==> config.mk <==
export PLATFORM = sky130hd
export DESIGN_NAME = klt_point_uart
export DESIGN_NICKNAME = d
export VERILOG_FILES = /design/src/rtl/klt_pkg.sv /design/src/rtl/klt_sample_fifo.sv /design/src/rtl/klt_point_uart.sv
export SDC_FILE = /design/constraint.sdc
export NUM_CORES = 1
export LEC_CHECK = 0
export CORE_MARGIN = 5
export CORE_UTILIZATION = 57
export CTS_BUF_LIST = sky130_fd_sc_hd__clkbuf_8
export CTS_CLUSTER_SIZE = 10
export DETAILED_ROUTE_END_ITERATION = 6
export PLACE_DENSITY = 0.81
export RECOVER_POWER = 25
export SYNTH_ARGS = -nofsm -noshare
export SYNTH_HDL_FRONTEND = slang
export SYNTH_SLANG_ARGS = --single-unit
==> constraint.sdc <==
create_clock -name rx_pclk -period 3.4 [get_ports rx_pclk]
set_input_delay 0.34 -clock rx_pclk [delete_from_list [all_inputs] [get_ports rx_pclk]]
set_output_delay 0.34 -clock rx_pclk [all_outputs]
set_load 0.03 [all_outputs]
==> src/rtl/klt_pkg.sv <==
// Shared types and packet constants for the KLT point telemetry UART.
// The wire frame holds 7 bytes of 10 bits each (start, 8 data LSB first, stop); bit 0 goes out first.
package klt_pkg;

  localparam logic [7:0] KLT_SYNC_BYTE  = 8'hA5;
  localparam int         KLT_PKT_BYTES  = 7;
  localparam int         KLT_X_W        = 12;
  localparam int         KLT_Y_W        = 11;
  localparam int         KLT_FRAME_BITS = KLT_PKT_BYTES * 10;

  typedef struct packed {
    logic [7:0]         frame;
    logic [KLT_X_W-1:0] x;
    logic [KLT_Y_W-1:0] y;
  } klt_sample_t;

  function automatic logic [KLT_FRAME_BITS-1:0] klt_build_frame(input klt_sample_t s);
    logic [7:0]                b [KLT_PKT_BYTES];
    logic [KLT_FRAME_BITS-1:0] f;
    b[0] = KLT_SYNC_BYTE;
    b[1] = s.frame;
    b[2] = {4'b0, s.x[11:8]};
    b[3] = s.x[7:0];
    b[4] = {5'b0, s.y[10:8]};
    b[5] = s.y[7:0];
    b[6] = b[1] ^ b[2] ^ b[3] ^ b[4] ^ b[5];
    f = '0;
    for (int i = 0; i < KLT_PKT_BYTES; i++) begin
      f[i*10 +: 10] = {1'b1, b[i], 1'b0};
    end
    return f;
  endfunction

endpackage

==> src/rtl/klt_sample_fifo.sv <==
// First-word-fall-through sample FIFO; dout is valid whenever empty is low.
// A push while full is accepted only when a pop happens in the same cycle.
module klt_sample_fifo
  import klt_pkg::*;
#(
  parameter int DEPTH = 4
) (
  input  logic        clk,
  input  logic        rst,
  input  logic        push,
  input  logic        pop,
  input  klt_sample_t din,
  output klt_sample_t dout,
  output logic        full,
  output logic        empty
);

  localparam int AW = $clog2(DEPTH);

  klt_sample_t   mem_q [DEPTH];
  logic [AW-1:0] wr_ptr_q, wr_ptr_d, rd_ptr_q, rd_ptr_d;
  logic [AW:0]   count_q, count_d;
  logic          do_push, do_pop;

  always_comb begin
    full     = (count_q == (AW+1)'(DEPTH));
    empty    = (count_q == '0);
    do_pop   = pop & ~empty;
    do_push  = push & (~full | do_pop);
    wr_ptr_d = wr_ptr_q + AW'(do_push);
    rd_ptr_d = rd_ptr_q + AW'(do_pop);
    count_d  = count_q + (AW+1)'(do_push) - (AW+1)'(do_pop);
    dout     = mem_q[rd_ptr_q];
  end

  always_ff @(posedge clk) begin
    if (rst) begin
      wr_ptr_q <= '0;
      rd_ptr_q <= '0;
      count_q  <= '0;
    end else begin
      wr_ptr_q <= wr_ptr_d;
      rd_ptr_q <= rd_ptr_d;
      count_q  <= count_d;
    end
  end

  // When full, wr_ptr equals rd_ptr; dout is read before this write lands.
  always_ff @(posedge clk) begin
    if (do_push) mem_q[wr_ptr_q] <= din;
  end

endmodule

==> src/rtl/klt_point_uart.sv <==
// Captures the tracked point on each vsync rise, queues it and streams a 7-byte 8N1 packet.
// Capture to first start bit takes 3 cycles when idle; a capture into a full FIFO is dropped and counted.
module klt_point_uart
  import klt_pkg::*;
#(
  parameter int CLKS_PER_BIT = 644,
  parameter int FIFO_DEPTH   = 4
) (
  input  logic               rx_pclk,
  input  logic               rst,
  input  logic               rx_vsync,
  input  logic               enable_tracking,
  input  logic [KLT_X_W-1:0] point_x0,
  input  logic [KLT_Y_W-1:0] point_y0,
  output logic               uart_tx,
  output logic               busy,
  output logic [7:0]         dropped_count
);

  typedef enum logic [1:0] {ST_IDLE, ST_LOAD, ST_SHIFT} state_t;

  localparam int BW    = $clog2(CLKS_PER_BIT);
  localparam int NBITS = KLT_FRAME_BITS;

  logic                 vsync_q, vsync_d, capture;
  logic [7:0]           frame_cnt_q, frame_cnt_d;
  logic [7:0]           dropped_q, dropped_d;
  state_t               state_q;
  logic [NBITS-1:0]     shreg_q, load_frame;
  logic [BW-1:0]        baud_q;
  logic [6:0]           bit_q;
  logic                 tx_q, busy_q;
  logic                 fifo_push, fifo_pop, fifo_full, fifo_empty;
  klt_sample_t          fifo_din, fifo_dout;

  always_comb begin
    vsync_d        = rx_vsync;
    capture        = rx_vsync & ~vsync_q;
    frame_cnt_d    = frame_cnt_q + 8'(capture);
    fifo_push      = capture & enable_tracking;
    fifo_pop       = (state_q == ST_LOAD);
    fifo_din.frame = frame_cnt_q;
    fifo_din.x     = point_x0;
    fifo_din.y     = point_y0;
    load_frame     = klt_build_frame(fifo_dout);
    dropped_d      = dropped_q;
    if (fifo_push && fifo_full && !fifo_pop && dropped_q != 8'hFF) begin
      dropped_d = dropped_q + 8'd1;
    end
  end

  // vsync_q follows the input during reset, so a level already high at release is not an edge.
  always_ff @(posedge rx_pclk) begin
    vsync_q <= vsync_d;
    if (rst) begin
      frame_cnt_q <= '0;
      dropped_q   <= '0;
    end else begin
      frame_cnt_q <= frame_cnt_d;
      dropped_q   <= dropped_d;
    end
  end

  klt_sample_fifo #(.DEPTH(FIFO_DEPTH)) u_fifo (
    .clk   (rx_pclk),
    .rst   (rst),
    .push  (fifo_push),
    .pop   (fifo_pop),
    .din   (fifo_din),
    .dout  (fifo_dout),
    .full  (fifo_full),
    .empty (fifo_empty)
  );

  always_ff @(posedge rx_pclk) begin
    if (rst) begin
      state_q <= ST_IDLE;
      shreg_q <= '1;
      baud_q  <= '0;
      bit_q   <= '0;
      tx_q    <= 1'b1;
      busy_q  <= 1'b0;
    end else begin
      busy_q <= ~fifo_empty | (state_q != ST_IDLE);
      case (state_q)
        ST_IDLE: begin
          tx_q <= 1'b1;
          if (!fifo_empty) state_q <= ST_LOAD;
        end
        ST_LOAD: begin
          shreg_q <= load_frame;
          tx_q    <= load_frame[0];
          baud_q  <= '0;
          bit_q   <= '0;
          state_q <= ST_SHIFT;
        end
        ST_SHIFT: begin
          if (baud_q == BW'(CLKS_PER_BIT - 1)) begin
            baud_q  <= '0;
            shreg_q <= {1'b1, shreg_q[NBITS-1:1]};
            bit_q   <= bit_q + 7'd1;
            if (bit_q == 7'(NBITS - 1)) begin
              state_q <= ST_IDLE;
              tx_q    <= 1'b1;
            end else begin
              tx_q <= shreg_q[1];
            end
          end else begin
            baud_q <= baud_q + BW'(1);
          end
        end
        default: state_q <= ST_IDLE;
      endcase
    end
  end

  assign uart_tx       = tx_q;
  assign busy          = busy_q;
  assign dropped_count = dropped_q;

endmodule

==> results.json <==
{
  "outcome": "finished clean",
  "clkTransAtPathRegs_ns": 0.06,
  "setup_viol": 0,
  "drc": 0,
  "dr.pass1.iters": 5,
  "die_h_microns": 139,
  "start_util_pct": 57.8,
  "period_needed_ns": 2.61,
  "endpoint_kind": "register",
  "cts_tree": "done",
  "ioPinCount": 37,
  "die_w_microns": 139,
  "worstSetupPathType": "reg -> reg",
  "cts_setup_buffers": 0,
  "critPathLaunchType": "register",
  "ys_types": 44,
  "final_max_slew_viol_count": 0,
  "final_area_sq_um": 10700,
  "cts_root_buf": "clkbuf_8",
  "tightest_slew_ns": 1.12,
  "synthCells": 751,
  "crit_fanout": 17,
  "netlist_area_sq_um": 9510,
  "final_antenna_net_count": 0,
  "cts_buffers": 36,
  "ys.flop_type": "edfxtp_1",
  "tns_ns": 0,
  "yosys.area.top_type": "edfxtp_1",
  "maxCapViolCount": 0,
  "hold_buffers": 0,
  "ys_ff_latch": 237,
  "post-route-period-util_pct": 76.8,
  "mostFrequentLayoutCells": "124 x edfxtp_1, 117 x nand2_1, 112 x dfxtp_1",
  "gr-usage-all-layers_pct": 19.5,
  "grt_pass1_wl_mm": 31.0,
  "ir_worst_vdd_mv": 0.419,
  "yosys.area.top_type_share_pct": 39.2,
  "fin_skew_ns": 0.0147,
  "powerDensity_nw_per_um2": 656,
  "cp_slowest_stage_delay_ns": 0.87,
  "wl_mm": 19.1,
  "wl_per_cell_microns": 18.4,
  "grt_antenna_before_repair": 0,
  "area_delta_synth_final_pct": 12.2,
  "synth-edff-count": 124,
  "worstPathArrival_ns": 3.03,
  "seq_area_frac_synth_pct": 62.9,
  "grt_pass1_vias": 6152,
  "crit_family": "simple AND/OR/NAND/NOR gates",
  "drive_above_1_share_pct": 11.2,
  "netlist_top_cells_area": "edfxtp_1 39%, dfxtp_1 24%, mux4_2 5.9%",
  "clk_latency_ns": 0.53,
  "cp.required_ns": 3.82,
  "path_cells": "inv_1, ha_1, nand2_1, nor3_1, nor2_1, a211oi_1",
  "vias": 5997,
  "placed_cell_area_sq_um": 10000,
  "finalWeightedCongestion": 0.811,
  "diodes": 0,
  "synthArstFlopShare_pct": 0,
  "rows": 47,
  "port_buffers": 36,
  "die-area_sq_um": 19400,
  "drt_iter0_markers": 453,
  "core_sq_um": 16500,
  "syn_nets": 793,
  "cts_htree_levels": 2,
  "fmax_mhz": 383,
  "hold_violations": 0,
  "crit_path_top_delay_cell": "nor3_1",
  "cts_resized": 0,
  "slew_headroom_pct": 25.1,
  "gr-total-overflow": 0,
  "dp_hpwl_mm": 12.2,
  "worst_hold_path_type": "in -> reg",
  "clk_path_buf_depth": 3,
  "ys_warn_count": 0,
  "final_nets": 835,
  "p_leak_uw": 0.00389,
  "viasPerCell": 5.78,
  "rsz0062_at_grt": "no",
  "numClockSinks": 237,
  "grt_max_degree": 82,
  "critical_path_buf_inv_count": 1,
  "syn_area_per_cell_sq_um": 12.7,
  "layout_commonest_cell": "edfxtp_1"
}
metal layers:
| layer | wire (microns) | track usage, % | vias to the layer above |
|---|---|---|---|
| met4 | 314 | 5.82 | 0 |
| li1 | - | - | 2819 |
| met2 | 9910 | 34.5 | 188 |
| met5 | 0 | 0 | - |
| met1 | 7920 | 24.5 | 2960 |
| met3 | 928 | 3.72 | 30 |
cells in the mapped netlist, types with 20 or more instances:
| master | instances |
|---|---|
| edfxtp_1 | 124 |
| nand2_1 | 118 |
| dfxtp_1 | 113 |
| nand3_1 | 59 |
| a21oi_1 | 38 |
| nor2_1 | 35 |
| a211o_1 | 31 |
| xnor2_1 | 28 |
| mux4_2 | 25 |
| clkbuf_1 | 20 |
| xor2_1 | 20 |
flip-flops by register name, summed over array words and instances (netlist names), 2 cells and up:
name and count:
u_fifo.rd_ptr_q 2, state_q 2, dropped_count 8, bit_q 7, shreg_q 68, u_fifo.count_q 3
baud_q 10, u_fifo.wr_ptr_q 2, frame_cnt_q 8, u_fifo.mem_q 124
worst min-delay path, cell delays in order:
cell and delay (ns):
buf_2 0.10, a21oi_1 0.17, nand3_1 0.11
final timing paths:
check / startpoint / end / slack, ns / depth (start not counted)
max: state_q[0] / bit_q[0] / 0.79 / 6
max reg2reg: state_q[0] / bit_q[0] / 0.79 / 6
min reg2reg: shreg_q[31] / shreg_q[31] / 0.46 / 1
min: rst / shreg_q[49] / 0.24 / 3
kinds of logic after synthesis:
group	count (synthesis)	share of synthesized area (%)
xor gates and xnor gates	51	4.93
DFF	237	62.9
and+or+nand+nor	263	12.5
AOI/OAI and AO/OA	97	6.84
adders and majority gates	15	2.05
muxes	33	7.79
buffers and inverters	55	2.93
power breakdown:
group	internal (uW)	total, uW	switching [uW]	leakage, uW
Sequential	3250	3410	154	0.00206
Clock	1060	2100	1040	0.000393
Combinational	605	1490	883	0.00143
per-stage QoR:
stage / setup WS, ns / util [%] / hold WS, ns / cells / total power (uW)
6_report: 0.788 / 64.8 / 0.239 / 1038 / 7000
5_1_grt: 0.538 / 64.8 / 0.225 / 1038 / 7360
4_1_cts: 0.850 / 64.8 / 0.232 / 1038 / 7050
3_5_place_dp: 0.918 / 60.9 / 0.449 / 975 / 4950
3_3_place_gp: 1.06 / 60.9 / 0.442 / 975 / 4860
2_1_floorplan: 0.711 / - / 0.368 / 751 / 4610
cell type report:
cell class | instances | area (sq um)
tap | 220 | 275
multi-input combinational | 459 | 3260
timing repair buffer | 48 | 458
clock buffer | 39 | 537
inverter | 11 | 41.3
sequential | 237 | 5990
fill | 1189 | 5800
clock inverter | 24 | 111
Note: power is estimated with default switching activity, not from simulation.
